$ cat config.mk
export PLATFORM = sky130hd
export DESIGN_NAME = countdown_fsm_flat
export DESIGN_NICKNAME = d
export VERILOG_FILES = /design/src/rtl/countdown_fsm_if.sv /design/src/rtl/countdown_fsm.sv /design/src/flat_wrapper.sv
export SDC_FILE = /design/constraint.sdc
export NUM_CORES = 1
export LEC_CHECK = 0
export BUFFER_PORTS_ARGS = -buffer_cell sky130_fd_sc_hd__buf_2
export CAP_MARGIN = 20
export CORE_AREA = 10 10 121 123
export DETAILED_ROUTE_END_ITERATION = 12
export DIE_AREA = 0 0 131 133
export SYNTH_ARGS = -nofsm -noshare
export SYNTH_HDL_FRONTEND = slang
export SYNTH_SLANG_ARGS = --single-unit
$ cat constraint.sdc
create_clock -name clock -period 8.4 [get_ports clock]
set_input_delay 1.68 -clock clock [delete_from_list [all_inputs] [get_ports clock]]
set_output_delay 1.68 -clock clock [all_outputs]
set_load 0.05 [all_outputs]
$ cat src/rtl/countdown_fsm_if.sv
// countdown_fsm_if: load request, start value and 7-segment display drive
// for the countdown timer. The master drives set/switch_number; the slave
// (the timer) drives cathode/anode.
interface countdown_fsm_if;
    logic       set;
    logic [7:0] switch_number;
    logic [6:0] cathode;
    logic [7:0] anode;

    modport master (
        output set,
        output switch_number,
        input  cathode,
        input  anode
    );

    modport slave (
        input  set,
        input  switch_number,
        output cathode,
        output anode
    );
endinterface

$ cat src/rtl/countdown_fsm.sv
// countdown_fsm: loads an 8-bit start value, counts down by one per tick to
// zero, and shows the count in decimal on the three rightmost digits of a
// multiplexed common-anode 7-segment display.
// Optional feature macro: DONE_BLINK_EN (blink the "000" display while DONE).
module countdown_fsm #(
    parameter int unsigned TICK_DIV = 100000000,
    parameter int unsigned SCAN_DIV = 100000
) (
    input  logic           clock,
    input  logic           reset,
    countdown_fsm_if.slave bus
);
    localparam int unsigned TW = $clog2(TICK_DIV);
    localparam int unsigned SW = $clog2(SCAN_DIV);
    localparam logic [TW-1:0] TICK_LAST = TW'(TICK_DIV - 1);
    localparam logic [SW-1:0] SCAN_LAST = SW'(SCAN_DIV - 1);

    typedef enum logic [1:0] {
        IDLE = 2'd0,
        LOAD = 2'd1,
        RUN  = 2'd2,
        DONE = 2'd3
    } state_t;

    state_t        state;
    state_t        state_next;
    logic [7:0]    count;
    logic [TW-1:0] tick_cnt;
    logic          tick_wrap;
    logic          tick_en;
    logic [SW-1:0] scan_cnt;
    logic [1:0]    digit_idx;
    logic          blink;
    logic [19:0]   dd;
    logic [3:0]    digit;
    logic [2:0]    digit_sel;
    logic [7:0]    anode_next;
    logic [6:0]    anode_cathode_unused;
    logic [7:0]    anode_q;
    logic [6:0]    cathode_q;

    assign anode_cathode_unused = '0;
    assign bus.anode   = anode_q;
    assign bus.cathode = cathode_q;

    function automatic logic [6:0] seg7(input logic [3:0] d);
        logic [6:0] s;
        case (d)
            4'd0:    s = 7'b1000000;
            4'd1:    s = 7'b1111001;
            4'd2:    s = 7'b0100100;
            4'd3:    s = 7'b0110000;
            4'd4:    s = 7'b0011001;
            4'd5:    s = 7'b0010010;
            4'd6:    s = 7'b0000010;
            4'd7:    s = 7'b1111000;
            4'd8:    s = 7'b0000000;
            4'd9:    s = 7'b0010000;
            default: s = 7'b1111111;
        endcase
        return s;
    endfunction

    assign tick_wrap = (tick_cnt == TICK_LAST);

    // Tick counter runs only while counting (and, with blinking, in DONE)
    always_comb begin
`ifdef DONE_BLINK_EN
        tick_en = (state == RUN) || (state == DONE);
`else
        tick_en = (state == RUN);
`endif
    end

    // State register
    always_ff @(posedge clock) begin
        if (!reset) state <= IDLE;
        else        state <= state_next;
    end

    // Next-state logic: set overrides everything below reset
    always_comb begin
        state_next = state;
        case (state)
            IDLE: if (bus.set) state_next = LOAD;
            LOAD: begin
                if (!bus.set) state_next = (count != 8'd0) ? RUN : DONE;
            end
            RUN: begin
                if (bus.set)                          state_next = LOAD;
                else if (tick_wrap && count == 8'd1)  state_next = DONE;
            end
            DONE: if (bus.set) state_next = LOAD;
            default: state_next = IDLE;
        endcase
    end

    // Count: load on every set cycle so the last set value wins; decrement on tick wrap
    always_ff @(posedge clock) begin
        if (!reset)                                          count <= '0;
        else if (bus.set)                                    count <= bus.switch_number;
        else if (state == RUN && tick_wrap && count != 8'd0) count <= count - 8'd1;
    end

    // Tick counter: 0..TICK_DIV-1, cleared whenever not enabled
    always_ff @(posedge clock) begin
        if (!reset || bus.set || !tick_en) tick_cnt <= '0;
        else if (tick_wrap)                tick_cnt <= '0;
        else                               tick_cnt <= tick_cnt + 1'b1;
    end

`ifdef DONE_BLINK_EN
    // Blink flag: cleared outside DONE so every entry to DONE starts visible
    always_ff @(posedge clock) begin
        if (!reset || state != DONE || bus.set) blink <= 1'b0;
        else if (tick_wrap)                     blink <= ~blink;
    end
`else
    // Blinking disabled: display always visible
    always_comb blink = 1'b0;
`endif

    // Scan counter and digit index: advance 0->1->2->0 at each scan wrap
    always_ff @(posedge clock) begin
        if (!reset) begin
            scan_cnt  <= '0;
            digit_idx <= '0;
        end else if (scan_cnt == SCAN_LAST) begin
            scan_cnt  <= '0;
            digit_idx <= (digit_idx == 2'd2) ? 2'd0 : digit_idx + 2'd1;
        end else begin
            scan_cnt  <= scan_cnt + 1'b1;
        end
    end

    // Binary to BCD (shift-and-add-3); BCD ends up in dd[19:8]
    always_comb begin
        dd = {12'd0, count};
        for (int unsigned i = 0; i < 8; i++) begin
            if (dd[11:8]  >= 4'd5) dd[11:8]  = dd[11:8]  + 4'd3;
            if (dd[15:12] >= 4'd5) dd[15:12] = dd[15:12] + 4'd3;
            if (dd[19:16] >= 4'd5) dd[19:16] = dd[19:16] + 4'd3;
            dd = dd << 1;
        end
    end

    // Select the digit value and anode line for the current scan position
    always_comb begin
        digit     = dd[11:8];
        digit_sel = 3'b110;
        case (digit_idx)
            2'd1: begin
                digit     = dd[15:12];
                digit_sel = 3'b101;
            end
            2'd2: begin
                digit     = dd[19:16];
                digit_sel = 3'b011;
            end
            default: begin
                digit     = dd[11:8];
                digit_sel = 3'b110;
            end
        endcase
        anode_next = blink ? 8'hFF : {5'b11111, digit_sel};
    end

    // Registered display drive: anode and cathode update together
    always_ff @(posedge clock) begin
        if (!reset) begin
            anode_q   <= 8'b1111_1110;
            cathode_q <= 7'b1000000;
        end else begin
            anode_q   <= anode_next;
            cathode_q <= seg7(digit) | anode_cathode_unused;
        end
    end
endmodule

$ cat src/flat_wrapper.sv
// flat-port wrapper written by rule: the top's interface ports become plain ports
module countdown_fsm_flat 
#(
    parameter int unsigned TICK_DIV = 100000000,
    parameter int unsigned SCAN_DIV = 100000
)
  (clock, reset, bus_set, bus_switch_number, bus_cathode, bus_anode);
  countdown_fsm_if bus_i ();
  input  logic clock;
  input  logic reset;
  input wire logic [$bits(bus_i.set)-1:0] bus_set;
  input wire logic [$bits(bus_i.switch_number)-1:0] bus_switch_number;
  output wire logic [$bits(bus_i.cathode)-1:0] bus_cathode;
  output wire logic [$bits(bus_i.anode)-1:0] bus_anode;
  assign bus_i.set = bus_set;
  assign bus_i.switch_number = bus_switch_number;
  assign bus_cathode = bus_i.cathode;
  assign bus_anode = bus_i.anode;
  countdown_fsm #(.TICK_DIV(TICK_DIV), .SCAN_DIV(SCAN_DIV)) u_core (.clock(clock), .reset(reset), .bus(bus_i));
endmodule
==> reports/summary.txt, run 1 <==
Die Height: 133 um
Lkg Pwr: 1.73 nW
Sum Neg Setup Slack: 0 ns
Antenna violations before repair: 0
Number of top-level pins: 26
Rel. slew slack: 40.9%
Commonest non-fill, non-tap cells in the layout: sky130_fd_sc_hd__nor2_1, sky130_fd_sc_hd__dfxtp_1, sky130_fd_sc_hd__nand2_1
Result of the run: completed
Final wirelength: 9.04 mm
Post-route ant nets: 0
Final HPWL DP: 6.73 mm
Iteration count of the initial detailed-routing pass: 4
Number of instances in the synthesized netlist: 522
Post-synthesis area per instance: 8.07 sq um
Total grt overflow: 0
Sequential share of the synthesized area: 31.4%
Final worst-path cycle share: 79.4%
Crit end category: flip-flop
Number of maximum-capacitance violations: 0
Setup repair after global routing missed its margin: no
Number of register bits inferred by synthesis: 66
Time the worst path needs with I/O delays and setup: 6.67 ns
Commonest non-fill, non-tap cell in the layout: sky130_fd_sc_hd__nor2_1
Number of library cell types mapped by synthesis: 76
Site row count: 41
Number of H-tree levels: 3
Async set-or-reset flop fraction in the synthesized netlist: 0%
Maximum vdd ir drop: 0.0810 mV
Cell area power density: 205 nW/um^2
Wire length of the first global-routing pass: 15.3 mm
Initial standard-cell utilization of the core: 34.1%
Number of clock sinks: 66
CTS hold repair buffers: 0
Routed wire length per instance: 12.7 um
Worst hold path type: flip-flop to flip-flop
Count of flip-flops with a built-in enable after synthesis: 0
Clock Skews: 0.00917 ns
Largest stage delay on the critical path: 0.45 ns
Routability Congestion: 0.906
Post-Syn Area: 4210 sq um
Clock tree root buffer cell: sky130_fd_sc_hd__clkbuf_16
Critical path fanouts, max: 11
Most used flip-flop cell after synthesis: sky130_fd_sc_hd__dfxtp_1
DRC Markers: 0
Cell repeated most along the worst path: sky130_fd_sc_hd__ha_1
Number of CTS-inserted buffers: 9
Final-report hold violation count: 0
Clk pin slew, worst setup/hold paths: 0.05 ns
Clock network latency to the later pin of the worst-skew pair: 0.33 ns
Type of origin of the critical path: flip-flop
Gates resized, CTS repair: 0
Via count of the first global-routing pass: 3366
Measured slew at the worst slew-check pin: 0.886 ns
Fraction of layout instances using a drive strength above 1: 10.7%
Type of the worst setup path: flip-flop to flip-flop
Area post-placement: 4430 sq um
Mean number of vias per cell: 5.02
Non-Filler Cell Area, Final: 4710 sq um
Global-route usage over all layers: 10.6%
Area of the core: 12400 sq um
Largest net degree at the start of global routing: 28
Area of the die: 17400 sq um
Clock tree buffer depth: 2
Setup violations, final: 0
Antenna diode count: 0
Detailed-route via count: 3575
Number of buffers inserted to repair setup after CTS: 0
Max Clock Freq: 0.150 GHz
Synthesis-to-finish area growth: 11.9%
Library cell contributing the largest single delay on the critical path: sky130_fd_sc_hd__dfxtp_1
CTS tree: built
Input/output buffers: 20
Count of yosys warnings during synthesis: 0
Critical Path AT: 6.92 ns
Crit path required time: 8.65 ns
Number of design-rule violations left by the first detailed-router iteration: 219
Post-layout net count: 568
Horiz. Die Dim: 131 um
Final-report max-slew violation count: 0
## final timing paths
| kind | from | end | slack [ns] | cells after the start |
|---|---|---|---|---|
| min | u_core.scan_cnt[0] | u_core.scan_cnt[0] | 0.46 | 1 |
| max | u_core.count[6] | u_core.bus.cathode[3] | 1.73 | 28 |
| min reg2reg | u_core.scan_cnt[0] | u_core.scan_cnt[0] | 0.46 | 1 |
| max reg2reg | u_core.count[6] | u_core.bus.cathode[3] | 1.73 | 28 |
## synth_stat cells, types with 2 or more instances
| master | instances | area (sq um) |
|---|---|---|
| sky130_fd_sc_hd__o21bai_1 | 2 | 15.0 |
| sky130_fd_sc_hd__o211ai_1 | 5 | 37.5 |
| sky130_fd_sc_hd__o21ai_0 | 10 | 50.1 |
| sky130_fd_sc_hd__nor2b_1 | 5 | 31.3 |
| sky130_fd_sc_hd__o2bb2ai_1 | 2 | 17.5 |
| sky130_fd_sc_hd__mux2i_1 | 6 | 60.1 |
| sky130_fd_sc_hd__a2111o_1 | 2 | 22.5 |
| sky130_fd_sc_hd__and3_1 | 14 | 87.6 |
| sky130_fd_sc_hd__nand4_1 | 10 | 62.6 |
| sky130_fd_sc_hd__xnor2_1 | 20 | 175 |
| sky130_fd_sc_hd__nor4b_1 | 2 | 17.5 |
| sky130_fd_sc_hd__nand2b_1 | 3 | 18.8 |
| sky130_fd_sc_hd__xor2_1 | 28 | 245 |
| sky130_fd_sc_hd__or3_1 | 7 | 43.8 |
| sky130_fd_sc_hd__o221ai_1 | 4 | 35.0 |
| sky130_fd_sc_hd__ha_1 | 22 | 275 |
| sky130_fd_sc_hd__buf_2 | 4 | 20.0 |
| sky130_fd_sc_hd__a32oi_4 | 2 | 55.1 |
| sky130_fd_sc_hd__a31oi_1 | 6 | 37.5 |
| sky130_fd_sc_hd__nor3_1 | 8 | 40.0 |
| sky130_fd_sc_hd__nand3_1 | 29 | 145 |
| sky130_fd_sc_hd__nor4_1 | 3 | 18.8 |
| sky130_fd_sc_hd__inv_1 | 23 | 86.3 |
| sky130_fd_sc_hd__a21oi_1 | 31 | 155 |
| sky130_fd_sc_hd__inv_2 | 3 | 11.3 |
| sky130_fd_sc_hd__o21ai_1 | 2 | 10.0 |
| sky130_fd_sc_hd__mux2_2 | 2 | 22.5 |
| sky130_fd_sc_hd__buf_4 | 5 | 37.5 |
| sky130_fd_sc_hd__and2_1 | 2 | 12.5 |
| sky130_fd_sc_hd__nand3b_1 | 3 | 22.5 |
| sky130_fd_sc_hd__nor3b_1 | 2 | 15.0 |
| sky130_fd_sc_hd__nand2_1 | 38 | 143 |
| sky130_fd_sc_hd__dfxtp_1 | 66 | 1320 |
| sky130_fd_sc_hd__nor2_1 | 91 | 342 |
| sky130_fd_sc_hd__a211oi_1 | 4 | 30.0 |
| sky130_fd_sc_hd__clkbuf_1 | 10 | 37.5 |
| sky130_fd_sc_hd__buf_1 | 2 | 7.51 |
| sky130_fd_sc_hd__or4_1 | 2 | 15.0 |
| sky130_fd_sc_hd__xnor2_2 | 2 | 32.5 |
| sky130_fd_sc_hd__o31ai_1 | 4 | 30.0 |
## metal layers
metal	track usage [%]	routed length (um)	up-vias
li1	-	-	1844
met1	12.9	4320	1644
met2	16.8	4120	67
met3	2.20	331	20
met4	6.00	265	0
met5	0	0	-
## where the power goes
group          switching, W  internal (W)
registers         0.0000106      0.000332
clock network      0.000131      0.000223
logic              0.000180     0.0000920
total              0.000322      0.000647
## registers in the layout, indices dropped and copies added, names as in the netlist
| signal | flops |
|---|---|
| u_core.state | 2 |
| u_core.bus.anode | 3 |
| u_core.count | 8 |
| u_core.digit_idx | 2 |
| u_core.bus.cathode | 7 |
| u_core.tick_cnt | 27 |
| u_core.scan_cnt | 17 |
## cell families after synthesis
logic type	count (synthesis)	share of synthesized area, %
AOI/OAI and AO/OA	95	17.0
DFF	66	31.4
xor gates and xnor gates	50	10.8
buffers and inverters	48	5.02
and+or+nand+nor	230	26.4
other	1	0.0890
muxes	10	2.85
adders and majority gates	22	6.53
## worst max-delay path: cells and delay by family, from the launching register on
| kind | cells | cell delay (ns) |
|---|---|---|
| AOI/OAI and AO/OA | 8 | 2.06 |
| adders and majority gates | 6 | 1.90 |
| and+or+nand+nor | 8 | 1.10 |
| buffers and inverters | 4 | 0.61 |
| DFF | 1 | 0.45 |
| xor gates and xnor gates | 2 | 0.45 |
## metrics by stage
step / instances / util [%] / total power, W / hold WS, ns / setup WS [ns]
floorplan: 526 / - / 0.000571 / 0.430 / 2.54
global route: 712 / 38.1 / 0.00102 / 0.501 / 1.15
CTS: 712 / 38.1 / 0.000979 / 0.466 / 1.79
detailed placement: 696 / 35.8 / 0.000619 / 0.454 / 1.84
finish: 712 / 38.1 / 0.000968 / 0.461 / 1.73
global placement: 696 / 35.8 / 0.000615 / 0.442 / 2.16
## area by class of cell
| type | count | area [sq um] |
|---|---|---|
| Multi-Input combinational cell | 412 | 2700 |
| Sequential cell | 66 | 1320 |
| Tap cell | 172 | 215 |
| Timing Repair Buffer | 20 | 100 |
| Clock inverter | 2 | 10.0 |
| Fill cell | 1238 | 7650 |
| Clock buffer | 14 | 274 |
| Inverter | 26 | 97.6 |
Note: power is estimated with default switching activity, not from simulation.
==> inputs of run 2 (changes only) <==
--- a/config.mk
+++ b/config.mk
@@ -5,11 +5,12 @@
 export SDC_FILE = /design/constraint.sdc
 export NUM_CORES = 1
 export LEC_CHECK = 0
+export ABC_AREA = 1
 export BUFFER_PORTS_ARGS = -buffer_cell sky130_fd_sc_hd__buf_2
 export CAP_MARGIN = 20
-export CORE_AREA = 10 10 121 123
+export CORE_AREA = 10 10 120 122
 export DETAILED_ROUTE_END_ITERATION = 12
-export DIE_AREA = 0 0 131 133
+export DIE_AREA = 0 0 130 132
 export SYNTH_ARGS = -nofsm -noshare
 export SYNTH_HDL_FRONTEND = slang
 export SYNTH_SLANG_ARGS = --single-unit
==> constraint.sdc (replaced) <==
create_clock -name clock -period 6.1 [get_ports clock]
set_input_delay 1.22 -clock clock [delete_from_list [all_inputs] [get_ports clock]]
set_output_delay 1.22 -clock clock [all_outputs]
set_load 0.05 [all_outputs]
==> run 2 against run 1 <==
  * First-iteration DRC count decreased by 17%
  * Utilization is 0.63 points higher
  * Critical path type unchanged
  * Sequential power increased by 41%
  * Critical path depth is 7 higher
  * Register-to-register slack got worse by 0.32 ns
==> reports/summary.txt, run 2 <==
Clock network latency to the later pin of the worst-skew pair: 0.33 ns
Sum Neg Setup Slack: 0 ns
Registers with the highest flip-flop counts: u_core.tick_cnt: 27 flops, u_core.scan_cnt: 17 flops, u_core.count: 8 flops
Horiz. Die Dim: 130 um
Worst Min Path Start: u_core.tick_cnt[0]
Library cell contributing the largest single delay on the critical path: sky130_fd_sc_hd__dfxtp_1
Number of instances in the synthesized netlist: 597
Setup repair after global routing missed its margin: no
Worst setup path start: u_core.count[5]
Worst Hold End: u_core.tick_cnt[0]
Critical path fanouts, max: 9
Non-filler instance count after layout: 768
Number of buffers inserted to repair setup after CTS: 0
Switching power share of the total: 35.6%
Routed wire length per instance: 11.6 um
Register with the highest flop count: u_core.tick_cnt
Final wirelength: 8.87 mm
Setup violations, final: 0
Number of CTS-inserted buffers: 9
Cell type group with the largest total delay on the critical path: simple AND/OR/NAND/NOR gates
Commonest non-fill, non-tap cell in the layout: sky130_fd_sc_hd__nand2_1
Antenna violations before repair: 0
Number of design-rule violations left by the first detailed-router iteration: 182
Final core utilization: 38.8%
Type of origin of the critical path: flip-flop
Int Power: 0.000917 W
Cell area power density: 309 nW/um^2
Crit end category: flip-flop
Critical Path AT: 4.89 ns
Number of flip-flops under the largest register name: 27
Sequential share of the synthesized area: 32.1%
Gates resized, CTS repair: 0
Largest net degree at the start of global routing: 21
Clock Skews: 0.00616 ns
CTS hold repair buffers: 0
Total power: 0.00142 W
Antenna diode count: 0
Relative contribution of the clock network to total power: 35.3%
Max Clock Freq: 0.213 GHz
Area share of the largest cell type after synthesis: 32.1%
Most area-consuming cells after synthesis: sky130_fd_sc_hd__dfxtp_1, sky130_fd_sc_hd__nand2_1, sky130_fd_sc_hd__inv_1, sky130_fd_sc_hd__ha_1, sky130_fd_sc_hd__a21oi_1
Gate power share: 30.8%
Iteration count of the initial detailed-routing pass: 4
Global-route usage over all layers: 10.6%
Mean number of vias per cell: 4.92
R2r setup slk: 1.41 ns
Crit path required time: 6.30 ns
Type of the worst setup path: flip-flop to flip-flop
Synthesis-to-finish area growth: 12.2%
DRC Markers: 0
Top cells by instance count after synthesis: sky130_fd_sc_hd__nand2_1, sky130_fd_sc_hd__inv_1, sky130_fd_sc_hd__dfxtp_1, sky130_fd_sc_hd__nor2_1
Via count of the first global-routing pass: 3633
Post-route ant nets: 0
Clock tree root buffer cell: sky130_fd_sc_hd__clkbuf_16
Post-layout net count: 650
Post-synthesis area per instance: 6.89 sq um
Wire length of the first global-routing pass: 15.4 mm
Final-report max-slew violation count: 0
Commonest non-fill, non-tap cells in the layout: sky130_fd_sc_hd__nand2_1, sky130_fd_sc_hd__inv_1, sky130_fd_sc_hd__dfxtp_1
Result of the run: completed
Count of flip-flops with a built-in enable after synthesis: 0
Rel. slew slack: 46.7%
Number of clock sinks: 66
Dpl cells: 753
Number of H-tree levels: 3
Time the worst path needs with I/O delays and setup: 4.69 ns
Switching pwr: 0.000507 W
CTS tree: built
Post-Syn Area: 4110 sq um
Final worst-path cycle share: 76.9%
Initial standard-cell utilization of the core: 34.5%
Number of library cell types mapped by synthesis: 44
Count of yosys warnings during synthesis: 0
Fraction of layout instances using a drive strength above 1: 12.9%
Area of the die: 17200 sq um
Site row count: 40
Async set-or-reset flop fraction in the synthesized netlist: 0%
Number of register bits inferred by synthesis: 66
Number of maximum-capacitance violations: 0
Most used flip-flop cell after synthesis: sky130_fd_sc_hd__dfxtp_1
Final-report hold violation count: 0
Largest stage delay on the critical path: 0.49 ns
Detailed-route via count: 3775
Cell depth of the worst flop-to-flop path: 35
Total grt overflow: 0
Number of top-level pins: 26
Input/output buffers: 20
Clk pin slew, worst setup/hold paths: 0.06 ns
Worst hold path type: flip-flop to flip-flop
Clock tree buffer depth: 2
Depth of the worst hold-timing path: 1
Cell repeated most along the worst path: sky130_fd_sc_hd__nand2_1
Combined buffer and inverter count along the critical path: 5
Area of the core: 11900 sq um
Maximum vdd ir drop: 0.116 mV
Fill cell instance count of the final layout: 1242
Area post-placement: 4330 sq um
Non-Filler Cell Area, Final: 4620 sq um
Final HPWL DP: 6.74 mm
Lkg Pwr: 1.91 nW
Measured slew at the worst slew-check pin: 0.798 ns
RR Endpoint: u_core.bus.cathode[3]
Die Height: 132 um
Reg2reg start: u_core.count[5]
Most frequent cell after synthesis: sky130_fd_sc_hd__nand2_1
Synth area leader: sky130_fd_sc_hd__dfxtp_1
Routability Congestion: 0.841
Share of power burned in registers: 33.9%
==> run 2: worst max-delay path by stage <==
stage,to,cells past startpoint,slack (ns)
after global routing,u_core.bus.cathode[3],35,0.98
final,u_core.bus.cathode[3],35,1.41
after CTS,u_core.bus.cathode[3],35,1.40
after floorplan,u_core.bus.cathode[3],35,1.85
after detailed placement,u_core.bus.cathode[3],35,1.42
after global placement,u_core.bus.cathode[3],35,1.62
==> run 2: power by group through the flow <==
| stage | Clock [W] | Combinational, W | Sequential [W] |
|---|---|---|---|
| after global routing | 0.000534 | 0.000496 | 0.000487 |
| after CTS | 0.000515 | 0.000441 | 0.000484 |
| after detailed placement | 0 | 0.000439 | 0.000492 |
| after floorplan | 0 | 0.000283 | 0.000566 |
| after global placement | 0 | 0.000429 | 0.000491 |
| final | 0.000502 | 0.000439 | 0.000483 |
==> run 2: cell type report <==
class | instances | area (sq um) | share of cell area, %
well taps | 147 | 184 | 3.98
flip-flops and latches | 66 | 1320 | 28.6
multi-input cells | 429 | 2380 | 51.6
inverters | 91 | 342 | 7.40
clock inverters | 3 | 40.0 | 0.867
repair buffers | 20 | 100 | 2.17
clock buffers | 12 | 246 | 5.34
==> run 2: metrics by stage <==
step / hold WS (ns) / worst slack, ns
2_1_floorplan: 0.418 / 1.85
3_3_place_gp: 0.429 / 1.62
3_5_place_dp: 0.444 / 1.42
4_1_cts: 0.463 / 1.40
5_1_grt: 0.500 / 0.980
6_report: 0.455 / 1.41
==> run 2: layer usage <==
metal / routed length [um] / GRT usage [%] / up-vias
li1: - / - / 1994
met4: 105 / 3.94 / 0
met1: 4110 / 12.0 / 1728
met3: 267 / 2.78 / 10
met5: 0 / 0 / -
met2: 4400 / 18.4 / 43
==> run 2: kinds of logic after synthesis <==
group | Yosys count | share of synthesized area (%)
adder cells (fa/ha/maj) | 22 | 6.69
flip-flops | 66 | 32.1
other | 1 | 0.0912
XOR/XNOR | 10 | 2.13
AO/OA/AOI/OAI | 92 | 12.5
buffers and inverters | 106 | 10.3
AND/OR/NAND/NOR | 300 | 36.2
==> run 2: worst reg2reg max path: cells and delay by family (launching register included) <==
family	cells	cell delay, ns
AOI/OAI and AO/OA	2	0.24
adders and majority gates	6	1.35
buffers and inverters	5	0.29
DFF	1	0.49
and+or+nand+nor	22	2.20
